<file path="src/rtl/rng_pkg.sv">
// rtl/rng_pkg.sv - shared constants and elaboration helpers for the rng_draw slice
//
// Purpose: symbol and counter widths used by rng_draw and rng_fifo, a
//          constant-foldable ceil(log2) and the parameter legality checks
//          that rng_draw applies at elaboration.
// Ports:   none (package)

package rng_pkg;

   localparam int RAND_W = 2;   // bits per raw random symbol
   localparam int REJ_W  = 8;   // width of the saturating reject counter

   // Ceiling log2; clog2(1) == 0. Only ever evaluated on constants.
   function automatic int clog2(input int value);
      int result;
      result = 0;
      for (int i = 0; i < 31; i++) begin
         if ((1 << i) < value) begin
            result = i + 1;
         end
      end
      return result;
   endfunction

   // Candidate width must hold a whole number of symbols.
   function automatic bit width_ok(input int width);
      return (width >= RAND_W) && ((width % RAND_W) == 0);
   endfunction

   // Exclusive bound must leave at least one legal value and fit the candidate space.
   function automatic bit range_ok(input int width, input int range);
      return (range >= 1) && (range <= (1 << width));
   endfunction

   // Pointers wrap naturally, so the depth has to be a power of two.
   function automatic bit depth_ok(input int depth);
      return (depth >= 2) && ((depth & (depth - 1)) == 0);
   endfunction

endpackage

</file>
<file path="src/rtl/rng_fifo.sv">
// rtl/rng_fifo.sv - small register-file FIFO holding accepted draws
//
// Purpose: DEPTH-entry FIFO with registered read/write pointers and an
//          occupancy counter. The head entry is presented combinationally
//          from the register file, so a pushed value shows up the cycle
//          after the push edge and never bypasses within the same cycle.
// Ports:
//   CLK    in   1      clock, rising edge
//   RST    in   1      asynchronous active-high reset; empties the FIFO
//   push   in   1      write din on this edge (ignored when full)
//   din    in   W      value to write
//   full   out  1      occupancy == DEPTH
//   pop    in   1      consume the head on this edge (ignored when empty)
//   dout   out  W      head value
//   valid  out  1      FIFO is non-empty

module rng_fifo
   import rng_pkg::*;
#(
   parameter int W     = 4,
   parameter int DEPTH = 4
) (
   input  logic         CLK,
   input  logic         RST,
   input  logic         push,
   input  logic [W-1:0] din,
   output logic         full,
   input  logic         pop,
   output logic [W-1:0] dout,
   output logic         valid
);

   localparam int PTR_W = clog2(DEPTH);
   localparam int CNT_W = PTR_W + 1;
   localparam logic [CNT_W-1:0] FULL_CNT = CNT_W'(DEPTH);

   logic [W-1:0]     mem [DEPTH];
   logic [PTR_W-1:0] wr_ptr;
   logic [PTR_W-1:0] rd_ptr;
   logic [CNT_W-1:0] count;
   logic             do_push;
   logic             do_pop;

   assign full    = (count == FULL_CNT);
   assign valid   = (count != '0);
   assign do_push = push & ~full;
   assign do_pop  = pop & valid;
   assign dout    = mem[rd_ptr];

   always_ff @(posedge CLK or posedge RST) begin
      if (RST) begin
         // Storage is cleared too so the head reads 0 straight out of reset.
         for (int i = 0; i < DEPTH; i++) begin
            mem[i] <= '0;
         end
         wr_ptr <= '0;
         rd_ptr <= '0;
         count  <= '0;
      end else begin
         if (do_push) begin
            mem[wr_ptr] <= din;
            wr_ptr      <= wr_ptr + PTR_W'(1);
         end
         if (do_pop) begin
            rd_ptr <= rd_ptr + PTR_W'(1);
         end
         // Push and pop together leave occupancy unchanged.
         case ({do_push, do_pop})
            2'b10:   count <= count + CNT_W'(1);
            2'b01:   count <= count - CNT_W'(1);
            default: count <= count;
         endcase
      end
   end

endmodule

</file>
<file path="src/rtl/rng_draw.sv">
// rtl/rng_draw.sv - bounded uniform draws from the 2-bit random symbol stream
//
// Purpose: packs WIDTH/2 successive RAND_IN symbols into a WIDTH-bit
//          candidate, keeps candidates below RANGE (rejection sampling keeps
//          the result uniform over [0, RANGE)) and queues them in rng_fifo
//          for game logic to pull with a valid/ready handshake.
// Ports:
//   CLK         in   1      clock, rising edge
//   RST         in   1      asynchronous active-high reset
//   EN          in   1      sample enable; low holds the partial candidate
//   RAND_IN     in   2      raw random symbol, new every cycle
//   DRAW_VALID  out  1      FIFO head holds an accepted value
//   DRAW_READY  in   1      consumer takes the head this cycle
//   DRAW_VAL    out  WIDTH  FIFO head value, < RANGE whenever DRAW_VALID
//   REJECTS     out  8      saturating count of discarded candidates

module rng_draw
   import rng_pkg::*;
#(
   parameter int WIDTH = 4,
   parameter int RANGE = 10,
   parameter int DEPTH = 4
) (
   input  logic              CLK,
   input  logic              RST,
   input  logic              EN,
   input  logic [RAND_W-1:0] RAND_IN,
   output logic              DRAW_VALID,
   input  logic              DRAW_READY,
   output logic [WIDTH-1:0]  DRAW_VAL,
   output logic [REJ_W-1:0]  REJECTS
);

   localparam int SYMS  = WIDTH / RAND_W;
   localparam int CNT_W = (SYMS > 1) ? clog2(SYMS) : 1;
   localparam logic [CNT_W-1:0] LAST_SYM    = CNT_W'(SYMS - 1);
   localparam logic [WIDTH:0]   RANGE_BOUND = (WIDTH + 1)'(RANGE);

   generate
      if (!width_ok(WIDTH)) begin : g_bad_width
         $error("rng_draw: WIDTH must be even and >= 2");
      end
      if (!range_ok(WIDTH, RANGE)) begin : g_bad_range
         $error("rng_draw: RANGE must satisfy 1 <= RANGE <= 2**WIDTH");
      end
      if (!depth_ok(DEPTH)) begin : g_bad_depth
         $error("rng_draw: DEPTH must be a power of 2 and >= 2");
      end
   endgenerate

   logic [WIDTH-1:0] cand;
   logic [CNT_W-1:0] sym_cnt;
   logic [REJ_W-1:0] rej_cnt;
   logic [WIDTH-1:0] cand_next;
   logic             fifo_full;
   logic             take;
   logic             last;
   logic             accept;
   logic             push;

   // Fullness is the registered occupancy, so a pop on this edge cannot
   // release a symbol until the following cycle.
   assign take = EN & ~fifo_full;
   assign last = (sym_cnt == LAST_SYM);

   generate
      if (WIDTH == RAND_W) begin : g_single
         assign cand_next = RAND_IN;
      end else begin : g_shift
         assign cand_next = {cand[WIDTH-RAND_W-1:0], RAND_IN};
      end
   endgenerate

   // The oldest symbol is shifted out on completion before it is ever read.
   wire unused_cand_top = ^cand[WIDTH-1:WIDTH-RAND_W];

   // One extra bit so RANGE == 2**WIDTH accepts every candidate.
   assign accept = ({1'b0, cand_next} < RANGE_BOUND);
   assign push   = take & last & accept;

   always_ff @(posedge CLK or posedge RST) begin
      if (RST) begin
         cand    <= '0;
         sym_cnt <= '0;
         rej_cnt <= '0;
      end else if (take) begin
         cand    <= cand_next;
         sym_cnt <= last ? '0 : sym_cnt + CNT_W'(1);
         if (last && !accept && (rej_cnt != '1)) begin
            rej_cnt <= rej_cnt + REJ_W'(1);
         end
      end
   end

   assign REJECTS = rej_cnt;

   rng_fifo #(
      .W     (WIDTH),
      .DEPTH (DEPTH)
   ) u_fifo (
      .CLK   (CLK),
      .RST   (RST),
      .push  (push),
      .din   (cand_next),
      .full  (fifo_full),
      .pop   (DRAW_READY),
      .dout  (DRAW_VAL),
      .valid (DRAW_VALID)
   );

endmodule

</file>
<file path="config.mk">
export PLATFORM = sky130hd
export DESIGN_NAME = rng_draw
export DESIGN_NICKNAME = d
export VERILOG_FILES = /design/src/rtl/rng_pkg.sv /design/src/rtl/rng_fifo.sv /design/src/rtl/rng_draw.sv
export SDC_FILE = /design/constraint.sdc
export NUM_CORES = 1
export LEC_CHECK = 0
export ABC_CLOCK_PERIOD_IN_PS = 1900
export CORE_MARGIN = 10
export CORE_UTILIZATION = 35
export DETAILED_ROUTE_END_ITERATION = 8
export PLACE_DENSITY = 0.64
export SLEW_MARGIN = 20
export SYNTH_ARGS = -nofsm -noshare
export SYNTH_HDL_FRONTEND = slang
export SYNTH_SLANG_ARGS = --single-unit
</file>
<file path="constraint.sdc">
create_clock -name CLK -period 1.9 [get_ports CLK]
set_input_delay 0.57 -clock CLK [delete_from_list [all_inputs] [get_ports CLK]]
set_output_delay 0.57 -clock CLK [all_outputs]
set_load 0.05 [all_outputs]
</file>
### Yosys cells after proc, flatten, opt, wreduce, memory -nomap -nowiden

Cells that the tools add are included.

* bits in registers: 34
* bits in latches: 0
* bits in writable memories: 0
* bits in read-only memories: 0
* input bits: 6
* output and inout bits: 13
* word-level logic and storage cells: 47
* memories: 0

* $add $sub $neg: 6
* multipliers: 0
* divide/modulo/power cells: 0
* order comparisons: 4
* equal/unequal tests: 4
* shift operators: 0
* multiplexer cells: 8
* bitwise gates (word level): 8
* reduce and logical (&&, ||, !) cells: 7

Operator list (number)
* bitwise mux 16 bit: 1
* two-way mux 4 bit: 3
* adder 8 x 1 -> 8 bit, second input constant: 1
* binary-select mux 4 bit (select 2 bit): 1
* demux 4 bit (select 2 bit): 1
* inequality test 8 bit, second input constant: 1
* >= comparator 3 bit, second input constant: 2
* inverter 2 -> 3 bit: 2
* one-hot mux 3 bit (2 select lines): 1
* bitwise AND 1 bit: 5
* adder 2 x 1 -> 2 bit, second input constant: 2
* less-than comparator 4 bit, second input constant: 1
* adder 3 x 1 -> 3 bit, second input constant: 1
* == test 3 bit, second input constant: 1
* logical AND 1 bit: 3
* less-than comparator 3 x 1 -> 1 bit, second input constant: 1
* nonzero test 3 bit: 1
* subtractor 3 x 1 -> 3 bit, second input constant: 1
* == test 2 x 1 -> 1 bit, second input constant: 1
* == test 2 bit, second input constant: 1
* AND reduction 2 bit: 1
* nonzero test 2 bit: 1
* adder 1 bit, second input constant: 1
* zero test 1 bit: 1
* 2 further kinds: 2

### Longest topological paths before layout

* word-level depth: 8
* gate-level depth with buffers: 10
* gate-level depth less buffers: 9

### By module

From an unflattened synthesis, not the netlist that was laid out.

* cells, all modules: 129
* area, all modules: 1710.4 um2

By module, submodules not included
* rng_fifo: instances 1, cells an instance 78, area each 1109.8 um2, sequential area each 575.6 um2
* rng_draw: instances 1, cells an instance 51, area each 600.6 um2, sequential area each 275.3 um2

### Worst setup path after synthesis

Ideal clock, no wire load.

* path kind: reg-to-reg
* from: register u_fifo.count[2]
* to: register u_fifo.count[2]
* setup time: 125 ps
* arrival: 2027 ps
* slack: -252 ps
* cell stages (with the launch flop): 9
* buffers on the path: 0
* period minus slack after synthesis: 2152 ps
* cell sequence: dfrtp_1 -> or3_1 -> and2_1 -> ha_1 -> inv_1 -> fa_1 -> xor2_1 -> nor2_1 -> xor2_1

* elaborated cells between the ends (all ways): 14
* those cells by class: 2 x add/sub; 3 x eq/ne; 1 x mux; 6 x bitwise; 2 x reduce/logical

RTL lines
* from (decl): RTL line rng_fifo.sv:40 `logic [CNT_W-1:0] count;`
* from (signal assigned): RTL line rng_fifo.sv:69 `2'b10: count <= count + CNT_W'(1);`
* from (signal assigned): RTL line rng_fifo.sv:70 `2'b01: count <= count - CNT_W'(1);`
* from (signal assigned): RTL line rng_fifo.sv:71 `default: count <= count;`
* nonzero test 3 bit *: RTL line rng_fifo.sv:45 `assign valid = (count != '0);`
* via DRAW_VALID: RTL line rng_draw.sv:28 `output logic DRAW_VALID,`
* bitwise AND 1 bit *: RTL line rng_fifo.sv:47 `assign do_pop = pop & valid;`
* via u_fifo.do_pop: RTL line rng_fifo.sv:42 `logic do_pop;`
* == test 2 x 1 -> 1 bit or == test 2 bit (tied branches): RTL line rng_fifo.sv:68 `case ({do_push, do_pop})`
* one-hot mux 3 bit (2 select lines) or nonzero test 2 bit (tied branches)

Mark *: on every way through the listed nets, which the timed path passes. The rest lies on a longest branch.
A chain may end at the register's enable or synchronous reset.

### Final worst setup path

* from: register u_fifo.rd_ptr[0]
* to: output DRAW_VAL[3]

* longest elaborated chain between the ends: 4

RTL lines
* from (decl): RTL line rng_fifo.sv:39 `logic [PTR_W-1:0] rd_ptr;`
* from (signal assigned): RTL line rng_fifo.sv:65 `rd_ptr <= rd_ptr + PTR_W'(1);`
* inverter 2 -> 3 bit (implied by the code): RTL line rng_fifo.sv:48 `assign dout = mem[rd_ptr];`
* binary-select mux 4 bit (select 2 bit): RTL line rng_fifo.sv:48
* two-way mux 4 bit (implied by the code) (2 in series): RTL line rng_fifo.sv:48
* to (decl): RTL line rng_draw.sv:30 `output logic [WIDTH-1:0] DRAW_VAL,`

Every way passes these cells. The select of a mux whose other input is x is not followed.

==> run summary <==
• status: finished with violations
• violated checks: setup timing
• share of power burned in registers: 32.2%
• y dimension of the die: 89.63 microns
• maximum number of pins on one net before global-route repair: 35
• worst-case setup margin in the final layout: -0.1152 ns
• overflow left after global routing: 0
• total of warnings raised by yosys: 0
• CP peak stage delay: 0.54 ns
• clk_skew: 0.005108 ns
• first drt pass iteration count: 2
• cells after synthesis: 120
• pins over their slew limit: 0
• # port buffers: 18
• Worst IR Drop VDD: 792.8 uV
• vias in the first global route: 1124
• portion of total power attributed to the clock network: 15.7%
• initial antenna violation count: 0
• relative slew slack: 70.86%
• cell-internal power: 2572 uW
• Worst path slowest cell: mux4_2
• dominant cells by area after synthesis: dfrtp_1 50%, mux2_4 14%, mux4_2 5.3%, ha_1 4.4%, xor2_1 4.1%
• die width: 89.63 microns
• total die area: 8033 sq um
• Critical Path, Cell by Cell: mux4_2 > buf_6
• worst setup timing slack at the placement stage: -0.7532 ns
• Layout area overhead: 33.70%
• latest clock arrival within the worst-skew pair: 0.28 ns
• worst setup path class: flip-flop to output port
• CTS tree: done
• Clock Tree Root: clkbuf_8
• reg-to-reg slack, setup: 0.02 ns
• clock net sink count: 34
• leakage power summed over all cells: 0.001125 uW
• area share of the largest cell type after synthesis: 50.15%
• final hold violation count: 0
• total wirelength of the detailed-routed design: 3330 microns
• Post-Place Cell Area: 2108 sq um
• min-delay worst type: flip-flop to flip-flop
• Total GRT Usage: 9.391%
• Least-Margin Pin Slew: 0.4371 ns
• estimated wirelength of the detail-placed design: 2433 microns
• layout cells sized above 1: 46.88%
• total nets after synthesis: 133
• final count of negative-setup-slack endpoints: 5
• detailed router's first-iteration violation count: 49
• Comb pwr share: 52.0%
• global-route wire length before repair: 5678 microns
• drc violations: 0
• Core Rows: 25
• worst endpoint required time: 1.33 ns
• CP Launch Point: u_fifo.rd_ptr[0]
• net switching power of the design: 1554 uW
• hold path start: REJECTS[7]
• fin area: 2268 sq um
• via count normalized by instance count: 4.511
• capturing instance or port of the critical path: DRAW_VAL[3]
• total of max-cap violations: 0
• critical path launch point type: flip-flop
• clock buffers created by TritonCTS: 5
• final core occ: 48.03%
• Crit path arrival time: 1.45 ns
• detail-routed net length per standard cell: 14.67 microns
• maximum frequency from static timing analysis: 496.2 MHz
• peak fanout along the critical path: 5
• reg-to-reg startpoint: u_fifo.count[0]
• Ports: 19
• fill cell total of the finished layout: 413
• Min Clock Period, post-route: 2.015 ns
• kind of capture point of the worst setup path: output port
• maximum clock insertion buffer count: 2
• gpl congestion: 0.7112
• Register-to-Register Path Depth: 9
• total core area: 4723 sq um
• cell taking the most area after synthesis: dfrtp_1
• Vias: 1024
• Final Net Count: 172
• fraction of the cycle the final worst path needs: 106.1%
• r2r endpoint: u_fifo.count[2]
• Synth Area per Inst: 14.14 sq um
• clock-pin slew reported for the worst setup and hold paths after clock tree synthesis: 0.07 ns
• RSZ-0062 raised after global routing: yes
• ratio of total power to cell area: 1819 nW/um^2
• switching share of power: 37.67%
• combined area of all synthesized cells: 1697 sq um
• effective utilization at floorplan: 35.92%
• number of levels the H-tree was split into: 2
• count of nets left with antenna violations after detail routing: 0
• number of synthesized register bits: 34
• Inserted Diodes: 0
• portion of the post-synthesis area used by sequential elements: 50.15%
• count of different cell masters after synthesis: 29
## sequential cells by signal, indices dropped and copies added (netlist names)
signal	cells
u_fifo.rd_ptr	2
last	1
u_fifo.mem	16
u_fifo.count	3
u_fifo.wr_ptr	2
REJECTS	8
cand	2
## per-layer routing
layer / global-route usage (%) / vias up / routed length [microns]
met1: 10.36 / 509 / 1369
met5: 0 / - / 0
li1: - / 493 / -
met2: 15.63 / 17 / 1757
met4: 4.769 / 0 / 71
met3: 3.339 / 5 / 132
## stage by stage
stage          cells  setup TNS (ns)  power (uW)  hold slack (ns)
2_1_floorplan    120         -0.2948        2705           0.4535
3_3_place_gp     218          -11.49        3327           0.4897
3_5_place_dp     218          -12.64        3408           0.4930
4_1_cts          226         -0.5644        4167           0.5120
5_1_grt          227         -0.9142        4383           0.5306
6_report         227         -0.4301        4126           0.5057
## worst max-delay path: cells and delay by family (launching register included)
family   cells  cell delay [ns]
buf+inv      1             0.17
flops        1             0.45
mux          1             0.54
## worst min-delay path by stage
stage	endpoint	slack (ns)	depth (start not counted)
after floorplan	u_fifo.count[2]	0.45	1
after global placement	u_fifo.mem[2]	0.49	1
after detailed placement	u_fifo.mem[9]	0.49	1
after CTS	REJECTS[7]	0.51	1
after global routing	u_fifo.mem[9]	0.53	1
final	REJECTS[7]	0.51	1
## cell usage in the layout, fill, tap and decap left out, types with 2 or more instances in the layout
| cell type | synthesis | layout |
|---|---|---|
| xnor2_1 | 4 | 4 |
| inv_2 | 0 | 2 |
| mux4_2 | 4 | 4 |
| dfrtp_1 | 34 | 33 |
| buf_12 | 0 | 5 |
| nand3_1 | 2 | 2 |
| nand2b_1 | 2 | 2 |
| nand2_1 | 6 | 6 |
| buf_4 | 0 | 18 |
| inv_1 | 8 | 6 |
| clkbuf_8 | 0 | 5 |
| buf_6 | 1 | 6 |
| nor2_1 | 3 | 3 |
| xor2_1 | 8 | 8 |
| nor3_1 | 3 | 3 |
| nand2_4 | 4 | 4 |
| clkbuf_1 | 1 | 2 |
| ha_1 | 6 | 5 |
| mux2_2 | 4 | 4 |
| mux2_4 | 16 | 16 |
| clkdlybuf4s50_1 | 0 | 3 |
## power groups by stage
stage	combinational [uW]	sequential [uW]	clock, uW
after floorplan	1320	1390	0
after global placement	2010	1320	0
after detailed placement	2070	1340	0
after CTS	2160	1340	668
after global routing	2300	1380	699
final	2150	1330	648
## Yosys cell counts
cell type / number
nor3_2: 1
nand2b_1: 2
mux2i_1: 1
nand2_1: 6
mux2_4: 16
nand2_4: 4
fa_1: 1
dfrtp_1: 34
nand4_1: 1
xor2_1: 8
xnor2_1: 4
mux4_2: 4
nand4b_2: 1
ha_1: 6
and2_1: 1
nor3_1: 3
clkbuf_1: 1
nor4_1: 2
o21ai_0: 1
buf_6: 1
inv_1: 8
and4bb_1: 1
o32a_1: 1
o21a_1: 1
nand3_1: 2
nor3b_1: 1
or3_1: 1
nor2_1: 3
mux2_2: 4
## what timing repair did
item	in CTS	in global routing
resized for setup	13	4
pin swaps	7	2
setup buffers	0	1
endpoints found under the setup margin	29	9
cloned	0	0
hold buffers	0	0
## cells by family (layout without fill, tap and decap cells)
family,after synthesis,count (layout),share of synthesized area [%]
XOR/XNOR,12,12,6.195
AND/OR/NAND/NOR,29,29,11.36
multiplexers,25,25,22.71
AO/OA/AOI/OAI,3,3,1.327
buffers and inverters,10,50,2.655
adder cells (fa/ha/maj),7,7,5.605
flip-flops,34,34,50.15
## layout make-up
class | instances | area [sq um] | area share (%)
timing repair buffer | 34 | 346.6 | 15.28
multi-input combinational | 76 | 849.6 | 37.45
inverter | 8 | 30.03 | 1.324
sequential | 34 | 852.1 | 37.56
clock buffer | 7 | 76.32 | 3.365
clock inverter | 1 | 30.03 | 1.324
tap | 67 | 83.83 | 3.696
(Power assumes the default switching activity.)
